## src/rtl/program_loader.sv

```systemverilog
// program_loader: turns a framed big-endian byte stream into 16-bit instruction memory writes, holding the core in reset until a clean load.
// Define LOADER_CHECKSUM_EN for a trailing sum-of-words CSUM field; each write costs a one-cycle in_ready bubble.
module program_loader #(
  parameter int PC_WIDTH = 6
) (
  input  logic                clock,
  input  logic                reset,
  input  logic                start,
  input  logic [7:0]          in_data,
  input  logic                in_valid,
  output logic                in_ready,
  output logic                imem_we,
  output logic [PC_WIDTH-1:0] imem_addr,
  output logic [15:0]         imem_wdata,
  output logic                cpu_hold,
  output logic                busy,
  output logic                done,
  output logic                error
);

  typedef enum logic [2:0] {
    IDLE, LEN_HI, LEN_LO, DATA_HI, DATA_LO, CSUM_HI, CSUM_LO, DONE
  } state_t;

  localparam logic [PC_WIDTH-1:0] ADDR_MAX = '1;
  localparam logic [15:0]         CAPACITY = 16'(1 << PC_WIDTH);

  state_t              state_q, state_d;
  logic [7:0]          hi_q, hi_d;
  logic [15:0]         cnt_q, cnt_d;
  logic [PC_WIDTH-1:0] addr_q, addr_d;
  logic                full_q, full_d;
  logic                ovf_q, ovf_d;
  logic                we_q, we_d;
  logic [15:0]         wdata_q, wdata_d;
  logic [15:0]         sum_q, sum_d;
  logic                done_q, done_d;
  logic                error_q, error_d;

  logic                active;
  logic                xfer;
  logic [15:0]         word;
  logic                fin;
  logic                bad;

  assign active   = (state_q != IDLE) && (state_q != DONE);
  assign in_ready = active && !we_q;
  assign xfer     = in_valid && in_ready;
  assign word     = {hi_q, in_data};

  always_comb begin
    state_d = state_q;
    hi_d    = hi_q;
    cnt_d   = cnt_q;
    addr_d  = addr_q;
    full_d  = full_q;
    ovf_d   = ovf_q;
    we_d    = 1'b0;
    wdata_d = wdata_q;
    sum_d   = sum_q;
    done_d  = done_q;
    error_d = error_q;
    fin     = 1'b0;
    bad     = 1'b0;

    // Address advances after the write cycle; once the last slot is used it parks and further words are dropped.
    if (we_q) begin
      if (addr_q == ADDR_MAX) full_d = 1'b1;
      else                    addr_d = addr_q + PC_WIDTH'(1);
    end

    case (state_q)
      IDLE, DONE: begin
        if (start) begin
          state_d = LEN_HI;
          addr_d  = '0;
          full_d  = 1'b0;
          ovf_d   = 1'b0;
          sum_d   = '0;
          done_d  = 1'b0;
          error_d = 1'b0;
        end
      end
      LEN_HI: if (xfer) begin
        hi_d    = in_data;
        state_d = LEN_LO;
      end
      LEN_LO: if (xfer) begin
        cnt_d   = (word == 16'd0) ? CAPACITY : word;
        state_d = DATA_HI;
      end
      DATA_HI: if (xfer) begin
        hi_d    = in_data;
        state_d = DATA_LO;
      end
      DATA_LO: if (xfer) begin
        we_d  = !full_q;
        sum_d = sum_q + word;
        cnt_d = cnt_q - 16'd1;
        if (full_q) ovf_d   = 1'b1;
        else        wdata_d = word;
        if (cnt_q == 16'd1) begin
`ifdef LOADER_CHECKSUM_EN
          state_d = CSUM_HI;
`else
          state_d = DONE;
          fin     = 1'b1;
`endif
        end else begin
          state_d = DATA_HI;
        end
      end
`ifdef LOADER_CHECKSUM_EN
      CSUM_HI: if (xfer) begin
        hi_d    = in_data;
        state_d = CSUM_LO;
      end
      CSUM_LO: if (xfer) begin
        bad     = (word != sum_q);
        state_d = DONE;
        fin     = 1'b1;
      end
`endif
      default: state_d = IDLE;
    endcase

    if (fin) begin
      error_d = ovf_d | bad;
      done_d  = !(ovf_d | bad);
    end
  end

  always_ff @(posedge clock) begin
    if (reset) begin
      state_q <= IDLE;
      hi_q    <= '0;
      cnt_q   <= '0;
      addr_q  <= '0;
      full_q  <= 1'b0;
      ovf_q   <= 1'b0;
      we_q    <= 1'b0;
      wdata_q <= '0;
      sum_q   <= '0;
      done_q  <= 1'b0;
      error_q <= 1'b0;
    end else begin
      state_q <= state_d;
      hi_q    <= hi_d;
      cnt_q   <= cnt_d;
      addr_q  <= addr_d;
      full_q  <= full_d;
      ovf_q   <= ovf_d;
      we_q    <= we_d;
      wdata_q <= wdata_d;
      sum_q   <= sum_d;
      done_q  <= done_d;
      error_q <= error_d;
    end
  end

  assign imem_we    = we_q;
  assign imem_addr  = addr_q;
  assign imem_wdata = wdata_q;
  assign busy       = active;
  assign done       = done_q;
  assign error      = error_q;
  assign cpu_hold   = !((state_q == DONE) && !error_q);

endmodule

```

## config.mk

```make
export PLATFORM = sky130hd
export DESIGN_NAME = program_loader
export DESIGN_NICKNAME = d
export VERILOG_FILES = /design/src/rtl/program_loader.sv
export SDC_FILE = /design/constraint.sdc
export NUM_CORES = 1
export LEC_CHECK = 0
export ABC_AREA = 1
export ABC_CLOCK_PERIOD_IN_PS = 3600
export CAP_MARGIN = 20
export CORE_MARGIN = 1.5
export CORE_UTILIZATION = 50
export CTS_CLUSTER_DIAMETER = 200
export DETAILED_ROUTE_END_ITERATION = 10
export PLACE_DENSITY = 0.74
export SYNTH_ARGS = -nofsm -noshare
export SYNTH_HDL_FRONTEND = slang
export SYNTH_SLANG_ARGS = --single-unit
```

## constraint.sdc

```tcl
create_clock -name clock -period 3.6 [get_ports clock]
set_input_delay 0.36 -clock clock [delete_from_list [all_inputs] [get_ports clock]]
set_output_delay 0.36 -clock clock [all_outputs]
set_load 0.005 [all_outputs]
```

==> results by group <==
Timing
  – Final worst path period need: 2090 ps
  – Final setup TNS: 0 ps
  – Final Hold Fails: 0
  – Slew margin rel.: 46.2%
  – Unrepaired setup endpoints after global routing: false
  – Final setup fails: 0
  – Clk_skew: 11.4 ps
  – Achievable Freq: 479 MHz
  – Final period util: 58.0%
  – Max-slew violations: 0
  – Min Hold Slack: 476 ps
  – Worst-margin pin slew: 806 ps

Synth
  – Post-Synth XOR/XNOR Area: 0.949%
  – Library cells used by synthesis: 30
  – Top cell type's share of synthesized area: 39.0%
  – Post-synthesis adder-cell area fraction: 1.36%
  – Sequential element share of the synthesized area: 39.0%
  – Post-synthesis mux area share: 0%
  – Syn. warnings: 0
  – Synth area leader: dfxtp_1
  – Simple-Gate Fraction of Synth Area: 36.9%
  – Avg Cell Area, Syn: 6.38 um^2
  – Synthesized Nets: 449
  – Largest family of logic cells by synthesized area: simple AND/OR/NAND/NOR gates
  – Area contributors post-synth: dfxtp_1, nor2_1, nand2_1
  – Mapped cell area: 2770 um^2
  – Mapped Cells: 434
  – Seq cells post-synth: 54
  – Synth Area in Compound Gates: 13.3%

Power
  – P per Cell Area: 624 nW/um^2
  – VDD IR max: 0.295 mV
  – Leakage: 1.40 nW
  – Overall power: 2.06 mW

Setup path
  – Worst EP required: 3850 ps
  – CP arrival: 2340 ps
  – Crit-path cells: nor2_2, nand2_2, inv_2, nand3_4, inv_2, nor2_1, nor2_1
  – Crit start category: flop
  – Slowest cell delay on critical path: 440 ps
  – CP max stage cell: inv_2
  – Crit path max fanout: 29
  – Crit end category: flop
  – Setup CP Type: flop to flop

Clock network
  – CTS-repair resized insts: 0
  – CTS Root Cell: clkbuf_8
  – Clk slew on worst S/H paths: 100 ps
  – CTS Sinks: 54
  – Setup Fix Bufs, Post-CTS: 0
  – CTS buffer count: 5
  – CTS Hold Buffers Added: 0
  – CTS HTree Levels: 2
  – Worst skew pair latency: 310 ps
  – TritonCTS clock tree: built
  – Longest Clk Path Bufs: 2

Drt
  – Initial DRC count: 162
  – Vias: 2758
  – Final WL: 6.45 mm
  – Wire per inst: 12.0 um
  – Drt first pass iters: 5
  – Post-DRT Antenna Nets: 0
  – Via density: 5.13
  – DRC errors left: 0

Hold path
  – HP Class: flop to flop

Die
  – Io pins: 40
  – Core area: 5240 um^2
  – Cell row count: 26
  – Starting density of the core: 52.9%
  – Die width: 77.4 um
  – Die Area: 6000 um^2
  – Die Ht: 77.4 um

Place
  – Post-Place Cell Area: 3180 um^2
  – Port Buffers: 39
  – Dpl hpwl: 4.73 mm
  – RD Place Congestion: 0.888

Layout
  – Area of the multi-input gates: 1460 um^2
  – Fraction of layout cells with a size suffix above 1: 4.70%
  – Reg area: 1080 um^2
  – Synth-to-Final Area Change: 19.3%
  – Final instance area: 3310 um^2
  – # fillers: 483
  – Antenna cell count: 0
  – Final nets: 482

Global routing
  – Initial antenna violation count: 0
  – Vias in the first global route: 2391
  – Global-route wire length before repair: 11.0 mm
  – Congestion Overflow GR: 0
  – GRT Overall Usage: 22.8%
  – Largest net degree at the start of global routing: 33

Job
  – Maxcap violations: 0

Outcome
  – Status: finished, final reports clean
[synthesized netlist by cell type, drive strengths merged]
cell type and count:
o32ai 1, nor4 1, inv 43, xor2 2
nand3b 1, nand3 30, or2 2, nor3 2
ha 3, a211oi 2, nor2 107, xnor2 1
o21ai 42, nand2 95, dfxtp 54, clkbuf 4
nand4 7, a21oi 27, buf 10
[metrics by stage]
step | utilization, % | std cells | worst slack, ps
floorplan | - | 434 | 2200
global placement | 60.8 | 530 | 1260
detailed placement | 60.8 | 530 | 1280
CTS | 63.1 | 538 | 1490
global route | 63.1 | 538 | 1290
finish | 63.1 | 538 | 1510
[worst paths after layout]
path | startpoint | to | slack, ps | cells after the start
max | state_q[1] | imem_wdata[7] | 1510 | 7
min | cnt_q[14] | cnt_q[14] | 480 | 2
max reg2reg | state_q[1] | imem_wdata[7] | 1510 | 7
min reg2reg | cnt_q[14] | cnt_q[14] | 480 | 2
[logic make-up (layout without fill, tap and decap cells)]
group,count (synthesis),in the layout
AND/OR/NAND/NOR,245,245
AO/OA/AOI/OAI,72,72
buffers and inverters,57,91
flip-flops,54,54
adder cells (fa/ha/maj),3,3
XOR/XNOR,3,3
[critical path, delay by kind of cell, from the launching register on]
kind / cells / cell delay, ps
buf+inv: 2 / 750
flops: 1 / 390
simple gates: 5 / 870
[where the power goes]
group | switching [mW] | leakage, nW | total, mW | internal (mW)
registers | 0.0798 | 0.437 | 0.750 | 0.670
logic | 0.558 | 0.904 | 0.882 | 0.324
clock network | 0.201 | 0.0618 | 0.430 | 0.229
total | 0.839 | 1.40 | 2.06 | 1.22
[sequential cells by signal, indices dropped and copies added (netlist names)]
name,cells
cnt_q,16
state_q,3
error,1
hi_q,8
imem_we,1
imem_wdata,16
imem_addr,6
done,1
ovf_q,1
full_q,1
[cell usage in the layout, fill, tap and decap left out, types with 2 or more instances in the layout]
master	n
a211oi_1	2
a21oi_1	27
clkbuf_8	6
clkdlybuf4s50_1	39
dfxtp_1	54
ha_1	3
inv_1	37
inv_2	6
nand2_1	94
nand3_1	27
nand3_2	2
nand4_1	7
nor2_1	105
nor3_1	2
o21ai_0	9
o21ai_1	33
xor2_1	2
[cell type report]
type	instances	area share [%]
Tap cell	70	2.65
Sequential cell	54	32.7
Clock inverter	2	1.17
Clock buffer	6	2.50
Multi-Input combinational cell	323	44.1
Inverter	43	4.88
Timing Repair Buffer	40	12.0
[per-layer routing]
metal  track usage [%]  share of wire [%]  vias up
met5                 0                  0        -
met2              36.1                 46       85
met1              30.6                 46     1216
li1                  -                  -     1448
met4              8.91                1.9        0
met3              4.35                5.6        9
Note: power is estimated with default switching activity, not from simulation.
